`src/rtl/irq_request_latch_pkg.sv`:
```
// Shared types and sizes for the interrupt request latch.
package irq_pkg;

   localparam int unsigned N_REQ = 4;
   localparam int unsigned IDX_W = 2;

   typedef logic [N_REQ-1:0] req_vec_t;
   typedef logic [IDX_W-1:0] req_idx_t;

endpackage : irq_pkg

```
`src/rtl/irq_request_latch_prio_enc.sv`:
```
// prio_enc_4to2: combinational 4-to-2 priority encoder, bit 3 highest.
// Ports:
//   d      in   4   vector to encode
//   idx    out  2   index of highest set bit (0 when nothing set)
//   found  out  1   any bit of d set
module prio_enc_4to2
   import irq_pkg::*;
(
   input  req_vec_t d,
   output req_idx_t idx,
   output logic     found
);

   always_comb begin
      idx   = '0;
      found = |d;
      if (d[3])      idx = IDX_W'(3);
      else if (d[2]) idx = IDX_W'(2);
      else if (d[1]) idx = IDX_W'(1);
      else           idx = IDX_W'(0);
   end

endmodule : prio_enc_4to2

```
`src/rtl/irq_request_latch.sv`:
```
// irq_request_latch: captures request lines into a sticky pending set and
// hands out the highest-priority pending index over a valid/ready handshake.
// Ports:
//   clk, rst_n   clock, async active-low reset
//   req_i        request lines (synchronous to clk)
//   en_i         per-line capture enable
//   out_valid    out_idx holds a granted request
//   out_ready    consumer accepts out_idx this cycle
//   out_idx      granted line index
//   pending_o    current pending vector
//   ovf_o        sticky per-line overflow flags
//   clr_ovf_i    clears ovf_o on the next edge
module irq_request_latch
   import irq_pkg::*;
#(
   parameter bit EDGE_MODE = 1'b1
) (
   input  logic     clk,
   input  logic     rst_n,
   input  req_vec_t req_i,
   input  req_vec_t en_i,
   output logic     out_valid,
   input  logic     out_ready,
   output req_idx_t out_idx,
   output req_vec_t pending_o,
   output req_vec_t ovf_o,
   input  logic     clr_ovf_i
);

   req_vec_t req_q,       req_d;
   req_vec_t pending_q,   pending_d;
   req_vec_t ovf_q,       ovf_d;
   logic     out_valid_q, out_valid_d;
   req_idx_t out_idx_q,   out_idx_d;

   req_vec_t ev;
   req_vec_t clr_vec;
   req_idx_t enc_idx;
   logic     enc_found;
   logic     out_free;
   logic     load;

   // Selection works on the registered pending set only.
   prio_enc_4to2 u_prio_enc (
      .d     (pending_q),
      .idx   (enc_idx),
      .found (enc_found)
   );

   // Capture events, load decision and next-state for all registers.
   always_comb begin
      req_d       = req_i;
      pending_d   = pending_q;
      ovf_d       = ovf_q;
      out_valid_d = out_valid_q;
      out_idx_d   = out_idx_q;
      clr_vec     = '0;

      ev       = en_i & (EDGE_MODE ? (req_i & ~req_q) : req_i);
      out_free = ~out_valid_q | out_ready;
      load     = out_free & enc_found;

      if (load) begin
         clr_vec     = req_vec_t'(1) << enc_idx;
         out_valid_d = 1'b1;
         out_idx_d   = enc_idx;
      end else if (out_free) begin
         // Nothing pending: drop valid, keep the last index.
         out_valid_d = 1'b0;
      end

      // Set beats clear so a same-cycle event is never lost.
      pending_d = (pending_q & ~clr_vec) | ev;

      // A new overflow beats the clear request.
      if (clr_ovf_i) ovf_d = '0;
      ovf_d = ovf_d | (ev & pending_q & ~clr_vec);
   end

   always_ff @(posedge clk or negedge rst_n) begin
      if (!rst_n) begin
         req_q       <= '0;
         pending_q   <= '0;
         ovf_q       <= '0;
         out_valid_q <= 1'b0;
         out_idx_q   <= '0;
      end else begin
         req_q       <= req_d;
         pending_q   <= pending_d;
         ovf_q       <= ovf_d;
         out_valid_q <= out_valid_d;
         out_idx_q   <= out_idx_d;
      end
   end

   assign out_valid = out_valid_q;
   assign out_idx   = out_idx_q;
   assign pending_o = pending_q;
   assign ovf_o     = ovf_q;

endmodule : irq_request_latch

```
`config.mk`:
```
export PLATFORM = sky130hd
export DESIGN_NAME = irq_request_latch
export DESIGN_NICKNAME = d
export VERILOG_FILES = /design/src/rtl/irq_request_latch_pkg.sv /design/src/rtl/irq_request_latch_prio_enc.sv /design/src/rtl/irq_request_latch.sv
export SDC_FILE = /design/constraint.sdc
export NUM_CORES = 1
export LEC_CHECK = 0
export ABC_CLOCK_PERIOD_IN_PS = 1200
export CORE_MARGIN = 2
export CORE_UTILIZATION = 40
export CTS_CLUSTER_SIZE = 20
export DETAILED_ROUTE_END_ITERATION = 8
export PLACE_DENSITY_LB_ADDON = 0.1
export RECOVER_POWER = 25
export REMOVE_ABC_BUFFERS = 1
export SLEW_MARGIN = 5
export SYNTH_ARGS = -nofsm -noshare
export SYNTH_HDL_FRONTEND = slang
export SYNTH_SLANG_ARGS = --single-unit
```
`constraint.sdc`:
```
create_clock -name clk -period 1.2 [get_ports clk]
set_input_delay 0.24 -clock clk [delete_from_list [all_inputs] [get_ports clk]]
set_output_delay 0.24 -clock clk [all_outputs]
set_load 0.05 [all_outputs]
```
; Yosys cells after proc, flatten, opt, wreduce, memory -nomap -nowiden
; Index checks and enable logic that the tools add are counted.
[classes]
shift = 1
mux = 7
n_bitwise = 12
reduce_logical = 2
[op_table]
columns = operator, n
row1 = AND 4 bit, 5
row2 = 2-to-1 mux 4 bit, 2
row3 = NOT 4 bit, 2
row4 = bitwise OR 4 bit, 2
row5 = 2-to-1 mux 2 bit, 2
row6 = OR reduction 4 bit, 1
row7 = left shift 1 x 2 -> 4 bit (first input constant), 1
row8 = 2-to-1 mux 1 bit, 3
row9 = nonzero test 2 bit, 1
row10 = AND 1 bit, 1
row11 = NOT 1 bit, 1
row12 = bitwise OR 1 bit, 1
[totals]
register_bits = 15
inputBits = 12
out_inout_bits = 11

; Logic depth before layout (Yosys ltp)
[logic_depth]
depth_word = 8
depth_mapped = 4

; Cells and area by module
; A second synthesis with hierarchy kept.
[unflattened]
hier_cells = 47
hier_area_um2 = 605.6
[by_module_without_submodules]
columns = mod, instances, cells_per_inst, area_each_um2
row1 = irq_request_latch, 1, 43, 581.8
row2 = prio_enc_4to2, 1, 4, 23.8

; Worst setup path before layout
; OpenSTA, ideal clock, no wires.
[synth_path]
path_kind = register to register
startpoint = register out_valid_q, in the netlist out_valid
endpoint = register out_idx_q[0], in the netlist out_idx[0]
setup_time_ps = 152
arrival_time_ps = 1215
required_ps = 1048
path_slack_ps = -167
path_stages_with_launch = 5
period_less_slack_ps = 1367
cell_sequence = dfrtp_1 > nor2b_4 > buf_6 > mux2i_1 > o21ai_0
[synth_via]
elab_chain_len = 3
[synth_rtl]
columns = element, line_no
row1 = start: declaration, irq_request_latch.sv:33  ; logic out_valid_q, out_valid_d;
row2 = start signal: assignment, irq_request_latch.sv:91  ; out_valid_q <= out_valid_d;
row3 = NOT 1 bit, irq_request_latch.sv:60  ; out_free = ~out_valid_q | out_ready;
row4 = bitwise OR 1 bit, irq_request_latch.sv:60
row5 = AND 1 bit, irq_request_latch.sv:61  ; load = out_free & enc_found;
row6 = end signal: assignment, irq_request_latch.sv:92  ; out_idx_q <= out_idx_d;
row7 = end: declaration, irq_request_latch.sv:34  ; req_idx_t out_idx_q, out_idx_d;
; Every way passes these cells.
; A chain may end at the register's enable or synchronous reset.

; Worst setup path in the final report
[layout_path]
startpoint = register pending_q[3], in the netlist pending_o[3]
endpoint = output port pending_o[3]
[layout_rtl]
columns = element, line_no
row1 = start: declaration, irq_request_latch.sv:31  ; req_vec_t pending_q, pending_d;
row2 = start signal: assignment, irq_request_latch.sv:89  ; pending_q <= pending_d;
row3 = end: declaration, irq_request_latch.sv:25  ; output req_vec_t pending_o,
; No word-level cell between the ends.

==> summary.txt <==
Detailed routing
  – Routed vias: 471
  – Number of detailed-routing iterations run before antenna repair: 4
  – Drt via density: 5.011
  – DRC marker count from the first detailed-route iteration: 9
  – Number of nets with antenna violations after detailed routing: 0
  – Count of unresolved DRC violations after routing: 0
  – Routed WL: 1283 um
  – Post-DR wirelength/cell: 13.65 um

Yosys
  – Flip-flop and latch count after synthesis: 15
  – Instance count of the mapped netlist: 47
  – Syn Area/Cell: 12.57 um^2
  – Total of warnings raised by yosys: 0
  – Cell area after synthesis: 590.6 um^2
  – Sequential area share after synthesis: 63.56%
  – Netlist cell types: 17

Clocking
  – CTS tree: built
  – Buffer cell driving the clock tree root: sky130_fd_sc_hd__clkbuf_4
  – Largest buffer count on any clock path: 2
  – Clk sinks: 15
  – Clock transition at the registers of the reported paths: 90 ps
  – Clock latency on the worst-skew pair: 280 ps
  – Depth of the CTS H-tree: 1
  – TritonCTS Buffers: 3

Setup path
  – Reg2reg end: ovf_o[0]
  – Critical Path Start Type: flip-flop
  – Critical path data required time: 960 ps
  – Register-to-register path setup slack: 30 ps
  – Max FO, Critical Path: 4
  – Register-to-Register Path Depth: 4
  – Reg-to-Reg Start: out_valid
  – Element type at the critical path end: primary output
  – Data arrival time of the critical path: 960 ps
  – Critical Setup Path Class: flip-flop to primary output

Timing
  – Worst slack on hold paths: 390.3 ps
  – Relative slew slack: 75.36%
  – Number of setup violations in the final report: 0
  – Maximum clock skew at final layout: 3.245 ps
  – Fmax: 834.8 MHz
  – Total count of hold-check failures in the final report: 0
  – Actual slew at the worst max-slew pin: 369.6 ps
  – Max-slew violations: 0
  – Setup repair after global routing missed its margin: true
  – Fraction of the cycle the final worst path needs: 99.83%
  – Setup TNS after final layout: 0 ps
  – Final Critical Period: 1198 ps

Job
  – Maximum Capacitance Violations: 0

Placed design
  – Total of buffers placed on input and output ports: 22
  – Final weighted congestion in routability-driven placement: 0.6952
  – Post-DP HPWL: 939.3 um
  – Total placed cells including tap cells: 86

Power
  – Reported net switching power: 604.7 uW
  – Cell Int Power: 1085 uW
  – Sw Ratio: 35.79%
  – Pwr dens: 1645 mW/mm^2
  – Combinational group share of total power: 43.9%
  – PnR Total Power: 1690 uW
  – Max VDD drop: 846.5 uV
  – Static power due to leakage: 0.0004591 uW
  – Clock network power share: 16.9%
  – Portion of total power attributed to sequential cells: 39.2%

Finish
  – Diodes inserted: 0
  – Final net count: 92
  – Number of cells in the finished layout apart from fillers: 94
  – Area Overhead vs Synth: 73.94%
  – Fraction of final layout cells sized beyond drive strength 1: 32.91%
  – Utilization after layout: 77.02%

Global routing
  – Number of global-route vias before repair: 470
  – Global-route wire length before repair: 2042 um
  – Aggregate global-route resource usage: 15.54%
  – Overflow left after global routing: 0
  – Number of antenna violations at the first check in global routing: 0
  – Largest net degree at the start of global routing: 16

Outcome
  – Outcome: finished clean

Hold path
  – Worst hold path type: primary input to asynchronous set/reset pin

Floorplan
  – IO Pins: 23
  – Die Wd: 42.43 um
  – Die Footprint: 0.001800 mm^2
  – Die span in y: 42.43 um
  – Effective utilization at floorplan: 44.28%
  – Core region area: 0.001334 mm^2
  – Cell Rows: 13
==> sequential cells by signal, summed over array words and instances (netlist names) <==
signal	cells
pending_o	4
out_idx	2
ovf_o	4
req_q	4
out_valid	1
==> critical path, stage by stage, from the launching register on <==
cell,delay [ps]
sky130_fd_sc_hd__dfrtp_2,420
sky130_fd_sc_hd__buf_6,130
sky130_fd_sc_hd__buf_12,140
==> Yosys cell counts <==
cell                       count  area share [%]
sky130_fd_sc_hd__or2b_1        1             1.3
sky130_fd_sc_hd__o21ai_0       2             1.7
sky130_fd_sc_hd__a21oi_1       1            0.85
sky130_fd_sc_hd__dfrtp_1      15              64
sky130_fd_sc_hd__mux2i_1       1             1.7
sky130_fd_sc_hd__o21ai_1       2             1.7
sky130_fd_sc_hd__o31ai_2       1             2.1
sky130_fd_sc_hd__nor2b_1       1             1.1
sky130_fd_sc_hd__o22ai_1       4             4.2
sky130_fd_sc_hd__o41ai_4       1             4.7
sky130_fd_sc_hd__nand3b_1      4             5.1
sky130_fd_sc_hd__nand2_1       5             3.2
sky130_fd_sc_hd__nor2b_4       1             2.3
sky130_fd_sc_hd__inv_1         4             2.5
sky130_fd_sc_hd__nand3_1       1            0.85
sky130_fd_sc_hd__nor2_1        2             1.3
sky130_fd_sc_hd__buf_6         1             1.9
==> layout by cell type, fill, tap and decap left out, drive strengths merged <==
master,count
a21oi,1
buf,17
clkbuf,5
clkdlybuf4s50,8
dfrtp,15
dlygate4sd3,3
inv,4
mux2i,1
nand2,5
nand3,1
nand3b,4
nor2,2
nor2b,2
o21ai,4
o22ai,4
o31ai,1
o41ai,1
or2b,1
==> how the worst max path moves through the flow <==
stage | start | end | slack, ps | cells past startpoint
after global placement | out_ready | out_idx[0] | -140 | 4
final | pending_o[3] | pending_o[3] | 2 | 2
after detailed placement | out_ready | out_idx[0] | -170 | 4
after floorplan | out_valid | out_idx[0] | -170 | 3
after global routing | out_valid | ovf_o[0] | -40 | 4
after CTS | pending_o[3] | pending_o[3] | -2 | 2
==> power by group through the flow <==
stage	Sequential (uW)	Clock, uW	Combinational [uW]
after global routing	671	313	775
after detailed placement	677	0	694
after floorplan	862	0	120
final	663	285	741
after global placement	673	0	688
after CTS	664	289	718
==> kinds of logic (layout without fill, tap and decap cells) <==
group | Yosys count | after routing | synth area share, %
AOI/OAI and AO/OA | 11 | 11 | 15.25
buffers and inverters | 5 | 37 | 4.448
DFF | 15 | 15 | 63.56
muxes | 1 | 1 | 1.695
and+or+nand+nor | 15 | 15 | 15.04
==> repair_timing <==
action / 4_1_cts / 5_1_grt
endpoints found under the setup margin: 3 / 3
hold endpoints to repair: 0 / 0
hold buffers: 0 / 0
resized for setup: 4 / 1
setup buffers: 2 / 2
==> cell type report <==
type | instances | area [um^2]
sequential | 15 | 377.9
timing repair buffer | 29 | 400.4
inverter | 4 | 15.01
tap | 15 | 18.77
clock buffer | 4 | 26.28
fill | 92 | 306.5
multi-input combinational | 27 | 188.9
==> per-layer routing <==
| layer | share of wire (%) | global-route usage, % | vias to the layer above |
|---|---|---|---|
| met2 | 52 | 26.77 | 14 |
| met5 | 0 | 0 | - |
| met1 | 43 | 17.76 | 227 |
| met3 | 4.0 | 3.879 | 2 |
| met4 | 0.62 | 7.500 | 0 |
| li1 | - | - | 228 |
==> stage by stage <==
stage	setup WS (ps)	area, um^2
3_5_place_dp	-171.6	950.9
2_1_floorplan	-167.3	579.3
6_report	2.085	1027
5_1_grt	-39.12	1027
4_1_cts	-2.064	1002
3_3_place_gp	-141.5	950.9
Power figures use the tool's default switching activity.
